==> src/rtl/game_state_ctrl.sv <==
// Match sequencer: drives the shared state bus, both scores, the match countdown and the post-point hold.
// Define GAME_TIMER_EN to build the countdown; without it time_left is tied to 0 and matches end only on score.
module game_state_ctrl #(
   parameter int CLK_PER_SEC  = 100_000_000,
   parameter int GAME_SECONDS = 60,
   parameter int WIN_SCORE    = 5,
   parameter int PAUSE_CYCLES = 50_000_000
) (
   input  logic       clk,
   input  logic       rst,
   input  logic       key_enter,
   input  logic       p1_point,
   input  logic       p2_point,
   output logic [2:0] state,
   output logic [3:0] p1_score,
   output logic [3:0] p2_score,
   output logic [6:0] time_left
);

   localparam logic [2:0] ST_MENU  = 3'b000;
   localparam logic [2:0] ST_GAME  = 3'b001;
   localparam logic [2:0] ST_P1WIN = 3'b010;
   localparam logic [2:0] ST_P2WIN = 3'b011;
   localparam logic [2:0] ST_TIE   = 3'b100;
   localparam logic [2:0] ST_PIONT = 3'b101;
   localparam int PW = (PAUSE_CYCLES > 1) ? $clog2(PAUSE_CYCLES) : 1;

   logic [2:0]    state_r, next_state_s;
   logic [3:0]    p1_r, p2_r, p1_next_s, p2_next_s, p1_inc_s, p2_inc_s;
   logic [PW-1:0] pause_r, pause_next_s;
   logic          key_d_r, start_s, any_point_s, win1_s, win2_s, timeout_s;

   function automatic logic [3:0] sat_inc(input logic [3:0] s);
      return (s == 4'd15) ? 4'd15 : s + 4'd1;
   endfunction

   assign start_s     = key_enter & ~key_d_r;
   assign any_point_s = p1_point | p2_point;
   assign p1_inc_s    = p1_point ? sat_inc(p1_r) : p1_r;
   assign p2_inc_s    = p2_point ? sat_inc(p2_r) : p2_r;
   assign win1_s      = (p1_inc_s >= 4'(WIN_SCORE));
   assign win2_s      = (p2_inc_s >= 4'(WIN_SCORE));

`ifdef GAME_TIMER_EN
   localparam int CW = (CLK_PER_SEC > 1) ? $clog2(CLK_PER_SEC) : 1;
   logic [CW-1:0] pre_r, pre_next_s;
   logic [6:0]    tl_r, tl_next_s;

   assign timeout_s = (tl_r == 7'd0);

   // Prescaler and seconds countdown; only advances on idle GAME cycles
   always_comb begin
      pre_next_s = pre_r;
      tl_next_s  = tl_r;
      if (next_state_s == ST_MENU) begin
         pre_next_s = {CW{1'b0}};
         tl_next_s  = 7'(GAME_SECONDS);
      end else if (state_r == ST_GAME && !any_point_s && !timeout_s) begin
         if (pre_r == CW'(CLK_PER_SEC - 1)) begin
            pre_next_s = {CW{1'b0}};
            tl_next_s  = (tl_r == 7'd0) ? 7'd0 : tl_r - 7'd1;
         end else begin
            pre_next_s = pre_r + CW'(1);
         end
      end else begin
         pre_next_s = pre_r;
      end
   end

   // Countdown registers
   always_ff @(posedge clk) begin
      if (rst) begin
         pre_r <= {CW{1'b0}};
         tl_r  <= 7'(GAME_SECONDS);
      end else begin
         pre_r <= pre_next_s;
         tl_r  <= tl_next_s;
      end
   end

   // Countdown output
   always_comb begin
      time_left = tl_r;
   end
`else
   assign timeout_s = 1'b0;

   // Countdown not built
   always_comb begin
      time_left = 7'd0;
   end
`endif

   // State, score and pause registers
   always_ff @(posedge clk) begin
      if (rst) begin
         state_r <= ST_MENU;
         p1_r    <= 4'd0;
         p2_r    <= 4'd0;
         pause_r <= {PW{1'b0}};
         key_d_r <= 1'b0;
      end else begin
         state_r <= next_state_s;
         p1_r    <= p1_next_s;
         p2_r    <= p2_next_s;
         pause_r <= pause_next_s;
         key_d_r <= key_enter;
      end
   end

   // Next-state and score update; a point outranks a timeout in the same cycle
   always_comb begin
      next_state_s = state_r;
      p1_next_s    = p1_r;
      p2_next_s    = p2_r;
      pause_next_s = pause_r;
      case (state_r)
         ST_MENU: begin
            p1_next_s    = 4'd0;
            p2_next_s    = 4'd0;
            pause_next_s = {PW{1'b0}};
            if (start_s) begin
               next_state_s = ST_GAME;
            end else begin
               next_state_s = ST_MENU;
            end
         end
         ST_GAME: begin
            if (any_point_s) begin
               p1_next_s = p1_inc_s;
               p2_next_s = p2_inc_s;
               if (win1_s && win2_s) begin
                  next_state_s = ST_TIE;
               end else if (win1_s) begin
                  next_state_s = ST_P1WIN;
               end else if (win2_s) begin
                  next_state_s = ST_P2WIN;
               end else begin
                  next_state_s = ST_PIONT;
                  pause_next_s = PW'(PAUSE_CYCLES - 1);
               end
            end else if (timeout_s) begin
               if (p1_r > p2_r) begin
                  next_state_s = ST_P1WIN;
               end else if (p2_r > p1_r) begin
                  next_state_s = ST_P2WIN;
               end else begin
                  next_state_s = ST_TIE;
               end
            end else begin
               next_state_s = ST_GAME;
            end
         end
         ST_PIONT: begin
            if (pause_r == {PW{1'b0}}) begin
               next_state_s = ST_GAME;
            end else begin
               pause_next_s = pause_r - PW'(1);
            end
         end
         ST_P1WIN, ST_P2WIN, ST_TIE: begin
            if (start_s) begin
               next_state_s = ST_MENU;
               p1_next_s    = 4'd0;
               p2_next_s    = 4'd0;
            end else begin
               next_state_s = state_r;
            end
         end
         default: begin
            next_state_s = ST_MENU;
            p1_next_s    = 4'd0;
            p2_next_s    = 4'd0;
            pause_next_s = {PW{1'b0}};
         end
      endcase
   end

   // Outputs come straight from registers
   always_comb begin
      state    = state_r;
      p1_score = p1_r;
      p2_score = p2_r;
   end

endmodule

==> config.mk <==
export PLATFORM = sky130hd
export DESIGN_NAME = game_state_ctrl
export DESIGN_NICKNAME = d
export VERILOG_FILES = /design/src/rtl/game_state_ctrl.sv
export SDC_FILE = /design/constraint.sdc
export NUM_CORES = 1
export LEC_CHECK = 0
export BUFFER_PORTS_ARGS = -buffer_cell sky130_fd_sc_hd__buf_2
export CELL_PAD_IN_SITES_DETAIL_PLACEMENT = 1
export CELL_PAD_IN_SITES_GLOBAL_PLACEMENT = 2
export CORE_AREA = 4 4 87 89
export DETAILED_ROUTE_END_ITERATION = 8
export DIE_AREA = 0 0 91 93
export PLACE_DENSITY_LB_ADDON = 0.1
export SYNTH_ARGS = -nofsm -noshare
export SYNTH_HDL_FRONTEND = slang
export SYNTH_SLANG_ARGS = --single-unit
==> constraint.sdc <==
create_clock -name clk -period 5.68 [get_ports clk]
set_input_delay 0.284 -clock clk [delete_from_list [all_inputs] [get_ports clk]]
set_output_delay 0.284 -clock clk [all_outputs]
set_load 0.05 [all_outputs]
## Word level (Yosys, flattened, before mapping)

Cells that the tools add are included.

- Mux-type cells: 23
- Shift-type cells: 0
- Multiply operators: 0
- Bitwise operators: 5
- Reduce and logical (&&, ||, !) cells: 7
- Add/subtract/negate cells: 3
- Eq/ne operators: 14
- Divide/modulo/power cells: 0
- Magnitude comparators: 2

Operator list:

| cell | count |
|---|---|
| $mux 26 | 5 |
| $pmux 26 s3 | 1 |
| $mux 4 | 7 |
| $logic_not 26->1 | 1 |
| $sub 26x1->26 const B | 1 |
| $pmux 4 s3 | 2 |
| $mux 3 | 6 |
| $ne 2x2->1 const B | 7 |
| $pmux 3 s4 | 1 |
| $add 4x1->4 const B | 2 |
| $eq 4x4->1 const B | 2 |
| $ge 4x3->1 const B | 2 |
| $eq 3x2->1 const B | 2 |
| $eq 3x3->1 const B | 2 |
| $reduce_and 6->1 | 1 |
| $eq 3x1->1 const B | 1 |
| $logic_not 3->1 | 1 |
| $not 1->1 | 3 |
| $reduce_and 3->1 | 1 |
| $reduce_or 3->1 | 1 |
| $reduce_and 2->1 | 1 |
| $and 1x1->1 | 1 |
| $logic_and 1x1->1 | 1 |
| $mux 1 | 1 |
| $or 1x1->1 | 1 |

- Bits in registers: 38
- Memories kept: 0
- Bits in latches: 0
- Output and inout bits: 18
- Memory bits (writable): 0
- ROM bits: 0

## Longest topological paths before layout

- Word-level depth: 9
- Depth in mapped cells: 12
- Mapped depth without buffers: 11

## Least setup slack after synthesis

No wires, ideal clock.

- Path type: flip-flop to flip-flop
- Start: reg p1_r[0] (netlist: p1_score[0])
- End: reg pause_r[21]
- Path buffers: 0
- Required time: 5.607 ns
- Data arrival time: 2.742 ns
- Cell stages (with the launch flop): 12
- Clock period less this slack: 2.815 ns
- Setup slack: 2.865 ns
- Cells stage by stage: dfxtp_1 -> ha_1 -> a31oi_1 -> a31oi_1 -> a21boi_0 -> inv_1 -> ha_1 -> inv_1 -> o311a_2 -> a21oi_1 -> a2111o_1 -> a21oi_1

- Cells in the longest elaborated chain, start to end: 7
- Elaborated cells between the ends (all ways): 9
- Classes of those cells: add/sub (1); order compare (1); eq/ne (3); mux (2); reduce/logical (2)

Ends and longest elaborated chain:

| element | RTL line | RTL |
|---|---|---|
| start, declared | 29 | `logic [3:0] p1_r, p2_r, p1_next_s, p2_next_s, p1_inc_s, p2_inc_s;` |
| start signal, assigned | 104 | `p1_r <= p1_next_s;` |
| $add 4x1->4 or $eq 4x4->1 (tied branches) | 34 | `return (s == 4'd15) ? 4'd15 : s + 4'd1;` |
| $mux 4 | 34 |  |
| $mux 4 * | 39 | `assign p1_inc_s = p1_point ? sat_inc(p1_r) : p1_r;` |
| $ge 4x3->1 * | 41 | `assign win1_s = (p1_inc_s >= 4'(WIN_SCORE));` |
| $logic_and 1x1->1 | 132 | `if (win1_s && win2_s) begin` |
| $ne 2x2->1 (no line) | - |  |
| $reduce_and 6->1 (no line) * | - |  |
| end signal, assigned | 100 | `pause_r <= {PW{1'b0}};` |
| end signal, assigned | 106 | `pause_r <= pause_next_s;` |
| end, declared | 30 | `logic [PW-1:0] pause_r, pause_next_s;` |

Every way passes the cells marked *; elsewhere a longest branch is shown, timed or not.
A chain may end at the register's enable or synchronous reset.

## Worst setup path after layout

- Start: reg p1_r[0] (netlist: p1_score[0])
- End: reg pause_r[4]

The elaborated chain is that of the path after synthesis.

==> impl_metrics.py <==
metrics = {
    "global_routing": {
        "grt_pass1_vias": 2404,
        "grt_first_pass_wirelength_um": 12900,
        "antenna_found_initial": 0,
        "grt_max_degree": 33,
        "grt.overflow.total": 0,
        "globalRouteTotalUtil_pct": 18.9,
    },
    "sta": {
        "rsz0062_at_grt": "no",
        "finalCritPeriodShare_pct": 57.6,
        "fin_ws_ns": 2.41,
        "fin_tns_setup_ns": 0,
        "fmax_mhz": 305,
        "setup_violations": 0,
        "final.min_clock_period_ns": 3.27,
        "slew_headroom_pct": 25.0,
        "tightestPinTransition_ns": 1.12,
        "skew_ns": 0.00941,
        "slew_viol_final": 0,
        "hold_viol": 0,
    },
    "yosys": {
        "ys_warn_count": 0,
        "yosysSeqAreaShare_pct": 31.1,
        "synth-edff-count": 0,
        "avgSynthCellArea_um2": 7.71,
        "synth-main-ff-cell": "dfxtp_1",
        "async_flop_share_pct": 0,
        "synth-seq-cells": 38,
        "syn_area_mm2": 0.00244,
        "synth_cell_types": 60,
        "netlist_instances": 317,
    },
    "layout": {
        "fin_area_mm2": 0.00259,
        "nNetsFinal": 333,
        "syn_to_final_growth_pct": 5.89,
        "final_common_cell": "dfxtp_1",
        "final_cell_mix": "dfxtp_1, a21oi_1, nor2_1, o21ai_0, nand2_1",
        "fillerInstances": 860,
        "antenna_cells": 0,
        "drive_above_1_share_pct": 11.8,
    },
    "die": {
        "num_rows": 30,
        "core_mm2": 0.00676,
        "die_width_um": 91,
        "initial_core_util_pct": 36.2,
        "top_level_ports": 23,
        "die_area_mm2": 0.00846,
        "die_y_um": 93,
    },
    "setup_path": {
        "crit_arrival_ns": 3.45,
        "cp-end-kind": "flip-flop",
        "required_ns": 5.86,
        "critical-path-slowest-cell": "a21oi_1",
        "path_cells": "ha_1 > a31oi_1 > a31oi_1 > a21boi_0 > inv_1 > ha_1 > inv_1 > o311a_2 > a21oi_1 > nor2_1 > o221a_2",
        "slowest_delay_ns": 0.74,
        "critical_path_class": "flip-flop to flip-flop",
        "cp-start-kind": "flip-flop",
        "crit_fanout": 11,
    },
    "route": {
        "wl_um": 7690,
        "wl_per_cell_um": 19.1,
        "avgViaCountPerCell": 6.18,
        "drt_iter0_drc": 205,
        "vias": 2491,
        "first_pass_iters": 4,
        "drc_errors": 0,
        "ant_nets": 0,
    },
    "clocking": {
        "worstSkewPairLatency_ns": 0.29,
        "cts_buffers": 5,
        "clkTransAtPathRegs_ns": 0.07,
        "clock_path_buffers": 2,
        "cts-resized-gates": 0,
        "tritoncts": "built",
        "hold_buffers": 0,
        "cts_num_sinks": 38,
        "htreeDepth": 2,
        "cts_setup_buffers": 0,
        "cts_root_buffer": "clkbuf_8",
    },
    "placement": {
        "place_worst_setup_slack_ns": 2.48,
        "hpwl_um": 5490,
        "io_buffers": 15,
        "gp_congestion": 0.765,
        "placed_area_mm2": 0.00251,
    },
    "power": {
        "power_density_mw_per_mm2": 293,
        "totalPowerFinal_mw": 0.758,
        "leakage_nw": 0.999,
        "ir_drop_v": 0.0000767,
    },
    "job": {
        "maxCapViolations": 0,
    },
    "status": {
        "status": "completed",
    },
    "min_path": {
        "min-delay-path-class": "input pin to flip-flop",
    },
}
==> logic make-up (layout without fill, tap and decap cells) <==
| family | count (synthesis) | count (layout) | synth area share, % |
|---|---|---|---|
| AND/OR/NAND/NOR | 126 | 126 | 27.8 |
| AO/OA/AOI/OAI | 111 | 111 | 29.6 |
| flip-flops | 38 | 38 | 31.1 |
| buffers and inverters | 32 | 32 | 7.16 |
| adder cells (fa/ha/maj) | 5 | 5 | 2.56 |
| multiplexers | 3 | 3 | 1.23 |
| other | 1 | 7 | 0.153 |
| XOR/XNOR | 1 | 1 | 0.358 |
==> cells in the mapped netlist (2+ instances only) <==
cell / n / share of area [%]
dfxtp_1: 38 / 31
a21oi_1: 30 / 6.1
nor2_1: 26 / 4.0
o21ai_0: 26 / 5.3
nand2_1: 19 / 2.9
nor3_1: 16 / 3.3
nand3_1: 15 / 3.1
a31oi_1: 13 / 3.3
clkbuf_1: 13 / 2.0
nor4_1: 10 / 2.6
buf_4: 7 / 2.1
inv_1: 7 / 1.1
o211a_1: 6 / 2.5
ha_1: 5 / 2.6
nand4_1: 5 / 1.3
o31ai_1: 5 / 1.5
nand2b_1: 4 / 1.0
nor2b_1: 4 / 1.0
o21a_1: 4 / 1.2
or3_1: 4 / 1.0
a211oi_1: 3 / 0.92
and3_1: 3 / 0.77
mux2i_1: 3 / 1.2
o211ai_1: 3 / 0.92
o41ai_1: 3 / 1.1
or4_1: 3 / 0.92
clkbuf_8: 2 / 1.1
nand3b_1: 2 / 0.61
nor3b_1: 2 / 0.61
o221a_2: 2 / 0.92
o311ai_0: 2 / 0.72
o31a_2: 2 / 0.82
or2_2: 2 / 0.51
or4_2: 2 / 0.72
==> stage by stage <==
step	hold slack, ns	cells	util (%)
after detailed placement	0.479	396	37.2
after CTS	0.232	403	38.3
after global placement	0.464	396	37.2
after global routing	0.253	403	38.3
final	0.236	403	38.3
after floorplan	0.412	323	-
==> routing by layer <==
layer,vias to the layer above,part of all wire [%],GRT usage [%]
met5,-,0,0
met3,9,4.1,2.33
li1,1217,-,-
met1,1210,52,28.6
met2,55,43,27.7
met4,0,1.0,5.78
==> power by group <==
group          internal, mW  switching [mW]
clock                0.0848          0.0981
combinational        0.0851           0.181
sequential            0.285          0.0240
==> final timing paths <==
path | from | to | slack (ns) | cells after the start
setup / recovery | p1_score[0] | pause_r[4] | 2.41 | 11
hold / removal | key_enter | key_d_r | 0.24 | 2
setup reg to reg | p1_score[0] | pause_r[4] | 2.41 | 11
hold reg to reg | pause_r[17] | pause_r[17] | 0.48 | 2
==> critical path, delay by kind of cell (launching register included) <==
family                   cells  cell delay, ns
buffers and inverters        2            0.19
flip-flops                   1            0.45
AND/OR/NAND/NOR              1            0.35
AO/OA/AOI/OAI                6            1.75
adder cells (fa/ha/maj)      2            0.42
==> flip-flops by register name (all words and copies together) (netlist names) <==
name / flops
state: 3
key_d_r: 1
p2_score: 4
p1_score: 4
pause_r: 26
==> layout make-up <==
class                   instances  area [µm²]  share of cell area [%]
multi-input cells             253        1530                    59.2
flip-flops and latches         38         761                    29.4
well taps                      80         100                    3.87
repair buffers                 17        90.1                    3.48
clock buffers                   7        76.3                    2.95
inverters                       8        30.0                    1.16
Note: power is estimated with default switching activity, not from simulation.
